### src/rtl/note_arbiter_pkg.sv
// ============================================================================
// Module      : note_arbiter_pkg
// Description : Shared types, default period table and priority encoder for
//               the tone-generator control front-end.
// Revision    : 1.0 - initial release
// ============================================================================
`default_nettype none

package note_arbiter_pkg;

    typedef enum logic [2:0] {
        NOTE_NONE = 3'd0,
        NOTE_D    = 3'd1,
        NOTE_E    = 3'd2,
        NOTE_G    = 3'd3,
        NOTE_A    = 3'd4
    } note_t;

    typedef enum logic [1:0] {
        ST_IDLE    = 2'd0,
        ST_ATTACK  = 2'd1,
        ST_SUSTAIN = 2'd2,
        ST_RELEASE = 2'd3
    } state_t;

    localparam logic [9:0] c_N_D_DEFAULT = 10'd665;
    localparam logic [9:0] c_N_E_DEFAULT = 10'd593;
    localparam logic [9:0] c_N_G_DEFAULT = 10'd498;
    localparam logic [9:0] c_N_A_DEFAULT = 10'd444;

    // Button vector order is {D, E, G, A}; D wins.
    function automatic note_t prio_encode(input logic [3:0] btn);
        if (btn[3])      return NOTE_D;
        else if (btn[2]) return NOTE_E;
        else if (btn[1]) return NOTE_G;
        else if (btn[0]) return NOTE_A;
        else             return NOTE_NONE;
    endfunction

endpackage

`default_nettype wire

### src/rtl/note_arbiter_btn_debounce.sv
// ============================================================================
// Module      : btn_debounce
// Description : Two-flop synchronizer followed by a stability-count debouncer.
// Revision    : 1.0 - initial release
// ============================================================================
`default_nettype none

module btn_debounce #(
    parameter int unsigned DEBOUNCE_CYCLES = 500000
) (
    input  logic clk,
    input  logic rst,
    input  logic i_btn,
    output logic o_btn
);

    localparam int unsigned c_CW = (DEBOUNCE_CYCLES > 0) ? $clog2(DEBOUNCE_CYCLES + 1) : 1;
    localparam logic [c_CW-1:0] c_CNT_MAX = c_CW'(DEBOUNCE_CYCLES);

    logic [1:0]      r_sync;
    logic [c_CW-1:0] r_cnt;
    logic            r_deb;

    always_ff @(posedge clk) begin
        if (rst) begin
            r_sync <= 2'b00;
            r_cnt  <= '0;
            r_deb  <= 1'b0;
        end else begin
            r_sync <= {r_sync[0], i_btn};
            if (r_sync[1] == r_deb) begin
                r_cnt <= '0;
            end else if (r_cnt == c_CNT_MAX) begin
                r_deb <= r_sync[1];
                r_cnt <= '0;
            end else begin
                r_cnt <= r_cnt + 1'b1;
            end
        end
    end

    assign o_btn = r_deb;

endmodule

`default_nettype wire

### src/rtl/note_arbiter.sv
// ============================================================================
// Module      : note_arbiter
// Description : Debounces four note buttons, arbitrates ownership and runs the
//               attack/sustain/release envelope feeding the PWM tone generator.
// Revision    : 1.0 - initial release
// ============================================================================
`default_nettype none

module note_arbiter
    import note_arbiter_pkg::*;
#(
    parameter int unsigned DEBOUNCE_CYCLES = 500000,
    parameter int unsigned RAMP_DIV        = 4096,
    parameter logic [9:0]  N_D             = c_N_D_DEFAULT,
    parameter logic [9:0]  N_E             = c_N_E_DEFAULT,
    parameter logic [9:0]  N_G             = c_N_G_DEFAULT,
    parameter logic [9:0]  N_A             = c_N_A_DEFAULT
) (
    input  logic       clk,
    input  logic       rst,
    input  logic       D,
    input  logic       E,
    input  logic       G,
    input  logic       A,
    input  logic [7:0] volume,
    output logic [9:0] N,
    output logic       n_load,
    output logic [7:0] vol_out,
    output logic       gate,
    output logic       active
);

    localparam int unsigned     c_RW        = (RAMP_DIV > 1) ? $clog2(RAMP_DIV) : 1;
    localparam logic [c_RW-1:0] c_RAMP_LAST = c_RW'(RAMP_DIV - 1);

    logic [3:0] w_raw;
    logic [3:0] w_deb;
    logic       w_any;
    note_t      w_pick;
    logic [9:0] w_pick_n;
    logic       w_owner_held;
    logic       w_step;

    state_t          r_state;
    note_t           r_owner;
    logic [7:0]      r_env;
    logic [9:0]      r_n;
    logic            r_n_load;
    logic            r_gate;
    logic            r_active;
    logic [c_RW-1:0] r_ramp;

    assign w_raw = {D, E, G, A};

    for (genvar gi = 0; gi < 4; gi++) begin : g_btn
        btn_debounce #(
            .DEBOUNCE_CYCLES(DEBOUNCE_CYCLES)
        ) u_deb (
            .clk  (clk),
            .rst  (rst),
            .i_btn(w_raw[gi]),
            .o_btn(w_deb[gi])
        );
    end

    assign w_any  = |w_deb;
    assign w_pick = prio_encode(w_deb);
    assign w_step = (r_ramp == c_RAMP_LAST);

    always_comb begin
        w_pick_n     = 10'd0;
        w_owner_held = 1'b0;
        case (w_pick)
            NOTE_D:  w_pick_n = N_D;
            NOTE_E:  w_pick_n = N_E;
            NOTE_G:  w_pick_n = N_G;
            NOTE_A:  w_pick_n = N_A;
            default: w_pick_n = 10'd0;
        endcase
        case (r_owner)
            NOTE_D:  w_owner_held = w_deb[3];
            NOTE_E:  w_owner_held = w_deb[2];
            NOTE_G:  w_owner_held = w_deb[1];
            NOTE_A:  w_owner_held = w_deb[0];
            default: w_owner_held = 1'b0;
        endcase
    end

    always_ff @(posedge clk) begin
        if (rst) begin
            r_state  <= ST_IDLE;
            r_owner  <= NOTE_NONE;
            r_env    <= 8'd0;
            r_n      <= 10'd0;
            r_n_load <= 1'b0;
            r_gate   <= 1'b0;
            r_active <= 1'b0;
            r_ramp   <= '0;
        end else begin
            r_n_load <= 1'b0;
            r_ramp   <= w_step ? '0 : r_ramp + 1'b1;
            case (r_state)
                ST_IDLE: begin
                    r_env <= 8'd0;
                    if (w_any) begin
                        r_owner  <= w_pick;
                        r_n      <= w_pick_n;
                        r_n_load <= 1'b1;
                        r_state  <= ST_ATTACK;
                        r_gate   <= 1'b1;
                        r_active <= 1'b1;
                        r_ramp   <= '0;
                    end
                end
                ST_ATTACK, ST_SUSTAIN: begin
                    // Holding off one cycle after a load keeps n_load a single pulse.
                    if (!w_owner_held && !r_n_load) begin
                        r_ramp <= '0;
                        if (w_any) begin
                            r_owner  <= w_pick;
                            r_n      <= w_pick_n;
                            r_n_load <= 1'b1;
                            r_state  <= ST_ATTACK;
                        end else begin
                            r_owner  <= NOTE_NONE;
                            r_state  <= ST_RELEASE;
                            r_active <= 1'b0;
                        end
                    end else if (r_state == ST_SUSTAIN) begin
                        r_env <= volume;
                    end else if (r_env >= volume) begin
                        r_env   <= volume;
                        r_state <= ST_SUSTAIN;
                        r_ramp  <= '0;
                    end else if (w_step) begin
                        r_env <= r_env + 8'd1;
                    end
                end
                ST_RELEASE: begin
                    if (w_any) begin
                        r_owner  <= w_pick;
                        r_n      <= w_pick_n;
                        r_n_load <= 1'b1;
                        r_state  <= ST_ATTACK;
                        r_active <= 1'b1;
                        r_ramp   <= '0;
                    end else if (r_env == 8'd0) begin
                        r_state <= ST_IDLE;
                        r_gate  <= 1'b0;
                        r_ramp  <= '0;
                    end else if (w_step) begin
                        r_env <= r_env - 8'd1;
                    end
                end
                default: begin
                    r_state  <= ST_IDLE;
                    r_gate   <= 1'b0;
                    r_active <= 1'b0;
                end
            endcase
        end
    end

    assign N       = r_n;
    assign n_load  = r_n_load;
    assign vol_out = r_env;
    assign gate    = r_gate;
    assign active  = r_active;

endmodule

`default_nettype wire
### config.mk
export PLATFORM = sky130hd
export DESIGN_NAME = note_arbiter
export DESIGN_NICKNAME = d
export VERILOG_FILES = /design/src/rtl/note_arbiter_pkg.sv /design/src/rtl/note_arbiter_btn_debounce.sv /design/src/rtl/note_arbiter.sv
export SDC_FILE = /design/constraint.sdc
export NUM_CORES = 1
export LEC_CHECK = 0
export ABC_AREA = 1
export BUFFER_PORTS_ARGS = -buffer_cell sky130_fd_sc_hd__buf_2
export CORE_MARGIN = 5
export CORE_UTILIZATION = 65
export DETAILED_ROUTE_END_ITERATION = 10
export PLACE_DENSITY_LB_ADDON = 0.15
export SETUP_SLACK_MARGIN = 0.5
export SLEW_MARGIN = 30
export SYNTH_ARGS = -nofsm -noshare
export SYNTH_HDL_FRONTEND = slang
export SYNTH_SLANG_ARGS = --single-unit
### constraint.sdc
create_clock -name clk -period 4.55 [get_ports clk]
set_input_delay 0.2275 -clock clk [delete_from_list [all_inputs] [get_ports clk]]
set_output_delay 0.2275 -clock clk [all_outputs]
set_load 0.02 [all_outputs]
==> flow_summary.toml <==
[grt]
track_usage_pct = 24.5
final_global_route_overflow_total = 0
grt_antenna_before_repair = 0
number_of_global_route_vias_before_repair = 5542
global_route_wire_length_before_repair_um = 23400
grt_max_degree = 30

[sta]
finalWorstPathRequiredPeriod_ns = 2.22
setup_tns_ns = 0
slew-limit-headroom_pct = 57.2
timing.final.setup_violations = 0
timing.clock.skew_ns = 0.00715
layout_worst_path_cycle_share_pct = 48.7
hold_slack_ns = 0.175
hold_viol_final = 0
timing_max_transition_violations_final = 0
timing.fmax_mhz = 451
worstMarginPinSlew_ns = 0.641
rsz_0062_raised_after_global_routing = "false"
finalWorstSetupSlack_ns = 2.33

[finish]
stdcell_area_sq_um = 7260
areaGrowthSynthToFinish_pct = 14.7
antenna_cells_inserted = 0
fin_nets = 964
final_core_util_pct = 75.4
ratio_of_cells_with_drive_above_1_in_the_final_layout_pct = 10.5
seq_area_sq_um = 2480
final_layout_fill_cell_count = 768
area_used_by_multi_input_combinational_logic_sq_um = 3290
stdcell_count = 1073

[power]
power.share.sequential_pct = 36.8
power.density_cell_area_nw_per_um2 = 430
cell_internal_pwr_mw = 2.25
p_total_mw = 3.12
power.leakage_nw = 2.87
power.share.clock_pct = 46.5
power.share.combinational_pct = 16.6
switching_share_pct = 28.1
p_sw_mw = 0.876
vdd_ir_drop_max_uv = 348

[cts]
clock_path_buffers = 2
cts_buf_count = 17
worst_setup_hold_path_clk_slew_ns = 0.06
htree_levels = 4
clock_tree.root_cell = "sky130_fd_sc_hd__clkbuf_8"
post-cts-setup-buffer-count = 0
post_cts_hold_buffer_count = 4
cts_resized = 0
insertion_delay_ns = 0.53
cts_num_sinks = 124
tritoncts = "built"

[routing]
wire_per_inst_um = 12.4
totalWireLength_um = 13300
drt-vias-per-instance = 5.32
via_count = 5706
first_iter_violations = 322
drc = 0
remaining_antenna_violation_count = 0
drt-pass1-iter-count = 4

[floorplanning]
die_h_um = 109
chipWidth_um = 109
standard_cell_core_area_sq_um = 9640
rows = 36
start_util_pct = 65.7
pin_count = 35
die-area_sq_um = 11800

[synth]
synth_enable_flop_cells = 0
syn-num-nets = 925
asyncSetResetFlopFracSynth_pct = 0
yosysUniqueCellTypes = 41
syn_avg_cell_area_sq_um = 7.13
synth_top_flop_cell = "sky130_fd_sc_hd__dfxtp_1"
synthesis_warnings = 0
syn_inst = 888
post_synth_instance_area_sq_um = 6330
synth_seq_cells = 124
seq_area_frac_synth_pct = 39.2

[critical_path]
rrSetupSlack_ns = 2.33
crit_end = "r_ramp[5]"
crit_path_start = "vol_out[0]"
timing.critical_path.required_ns = 5.00
start_kind = "register"
crit-reg2reg-capture = "r_ramp[5]"
worstSetupEndpointType = "register"
worstReg2RegStart = "vol_out[0]"
critical_path_class = "reg -> reg"
path_max_fanout = 10
r2r_cells = 13
worst_ep_arrival_time_ns = 2.67

[run_status]
run_status = "complete, no violations"

[job]
maxCapViolCount = 0

[min_path]
timing.hold.worst.start = "rst"
min_path_type = "in -> reg"

[placed_design]
dpl.cell_count = 1037
place_worst_setup_slack_ns = 2.36
gp_congestion = 0.891
dpl-instance-area_sq_um = 6580
detailedPlacementHpwl_um = 9420
port_buffers = 34
layer usage:
layer	GRT usage [%]	wire length, um	up-vias
met5	0	0	-
met4	10.7	299	0
met3	6.16	500	27
met2	42.3	6580	117
met1	28.8	5960	2604
li1	-	-	2958
synth_stat cells, types with 2 or more instances:
cell type | count | area share (%)
sky130_fd_sc_hd__nor2_1 | 119 | 7.1
sky130_fd_sc_hd__nand4_1 | 29 | 2.9
sky130_fd_sc_hd__nor3_1 | 41 | 3.2
sky130_fd_sc_hd__xnor2_1 | 11 | 1.5
sky130_fd_sc_hd__nand2_4 | 2 | 0.36
sky130_fd_sc_hd__nor2_4 | 2 | 0.36
sky130_fd_sc_hd__or2_2 | 6 | 0.59
sky130_fd_sc_hd__a211oi_1 | 2 | 0.24
sky130_fd_sc_hd__buf_2 | 10 | 0.79
sky130_fd_sc_hd__nand3b_1 | 2 | 0.24
sky130_fd_sc_hd__a31oi_1 | 2 | 0.20
sky130_fd_sc_hd__o21a_1 | 5 | 0.59
sky130_fd_sc_hd__o21ai_0 | 24 | 1.9
sky130_fd_sc_hd__buf_4 | 2 | 0.24
sky130_fd_sc_hd__dfxtp_1 | 124 | 39
sky130_fd_sc_hd__and3_1 | 5 | 0.49
sky130_fd_sc_hd__nor3b_1 | 10 | 1.2
sky130_fd_sc_hd__ha_1 | 23 | 4.5
sky130_fd_sc_hd__a21oi_1 | 58 | 4.6
sky130_fd_sc_hd__buf_1 | 2 | 0.12
sky130_fd_sc_hd__clkbuf_1 | 4 | 0.24
sky130_fd_sc_hd__nor3_2 | 5 | 0.79
sky130_fd_sc_hd__nand3_2 | 3 | 0.47
sky130_fd_sc_hd__xor2_1 | 23 | 3.2
sky130_fd_sc_hd__nor2_2 | 9 | 0.89
sky130_fd_sc_hd__nor4_1 | 9 | 0.89
sky130_fd_sc_hd__nand2_1 | 174 | 10
sky130_fd_sc_hd__nand3_1 | 47 | 3.7
sky130_fd_sc_hd__inv_1 | 123 | 7.3
kinds of logic after synthesis:
family | Yosys count | synth area share [%]
and+or+nand+nor | 469 | 34.7
buffers and inverters | 143 | 8.79
DFF | 124 | 39.2
AOI/OAI and AO/OA | 95 | 8.02
xor gates and xnor gates | 34 | 4.70
adders and majority gates | 23 | 4.54
registers in the layout, indices dropped and copies added, names as in the netlist:
signal and cells:
N 8, gate 1, active 1, vol_out 8
g_btn.u_deb.r_cnt 76, n_load 1, r_ramp 12, r_owner 3
g_btn.u_deb.r_sync 8, r_state 2, g_btn.u_deb.o_btn 4
area by class of cell:
| type | count | area share (%) |
|---|---|---|
| repair buffers | 38 | 2.89 |
| flip-flops and latches | 124 | 34.2 |
| clock inverters | 13 | 2.89 |
| clock buffers | 19 | 5.94 |
| well taps | 133 | 2.29 |
| inverters | 125 | 6.46 |
| multi-input cells | 621 | 45.3 |
power groups by stage:
stage,clock network [mW],logic (mW),registers [mW]
after floorplan,0,0.394,1.17
after global routing,1.53,0.584,1.15
final,1.45,0.519,1.15
after global placement,0,0.500,1.17
after detailed placement,0,0.508,1.17
after CTS,1.48,0.517,1.15
worst max-delay path, stage by stage (launching register included):
cell                      delay, ns
sky130_fd_sc_hd__dfxtp_1       0.38
sky130_fd_sc_hd__inv_1         0.17
sky130_fd_sc_hd__ha_1          0.31
sky130_fd_sc_hd__nand2_1       0.06
sky130_fd_sc_hd__nand3_1       0.07
sky130_fd_sc_hd__nand2_1       0.06
sky130_fd_sc_hd__nand2_1       0.05
sky130_fd_sc_hd__nand2_1       0.23
sky130_fd_sc_hd__nand2_1       0.10
sky130_fd_sc_hd__nand2_1       0.10
sky130_fd_sc_hd__nand2_1       0.08
sky130_fd_sc_hd__nand2_1       0.11
sky130_fd_sc_hd__nand4_2       0.26
sky130_fd_sc_hd__nor2_1        0.17
cell usage in the layout (no fill, tap or decap), drive strengths merged:
cell type / netlist / routed
nand2: 177 / 177
nor2: 131 / 131
inv: 124 / 127
dfxtp: 124 / 124
a21oi: 58 / 58
nand3: 50 / 50
nor3: 46 / 46
buf: 14 / 34
nand4: 30 / 30
o21ai: 24 / 24
xor2: 23 / 23
ha: 23 / 23
clkbuf: 4 / 19
xnor2: 11 / 11
nor4: 11 / 11
nor3b: 10 / 10
or2: 6 / 6
o21a: 5 / 5
and3: 5 / 5
bufinv: 0 / 5
dlygate4sd3: 0 / 4
clkinv: 1 / 4
a211oi: 2 / 2
a31oi: 2 / 2
nand3b: 2 / 2
clkinvlp: 0 / 2
a22oi: 1 / 1
o31ai: 1 / 1
nor4b: 1 / 1
a311oi: 1 / 1
a31o: 1 / 1
worst min-delay path by stage:
stage	endpoint	slack [ns]	depth (start not counted)
2_1_floorplan	g_btn[0].u_deb.r_sync[0]	0.33	2
3_3_place_gp	g_btn[1].u_deb.r_sync[1]	0.39	2
3_5_place_dp	g_btn[0].u_deb.r_sync[1]	0.39	2
4_1_cts	g_btn[3].u_deb.r_sync[0]	0.16	2
5_1_grt	g_btn[0].u_deb.r_sync[1]	0.18	2
6_report	g_btn[3].u_deb.r_sync[0]	0.18	2
(Power assumes the default switching activity.)
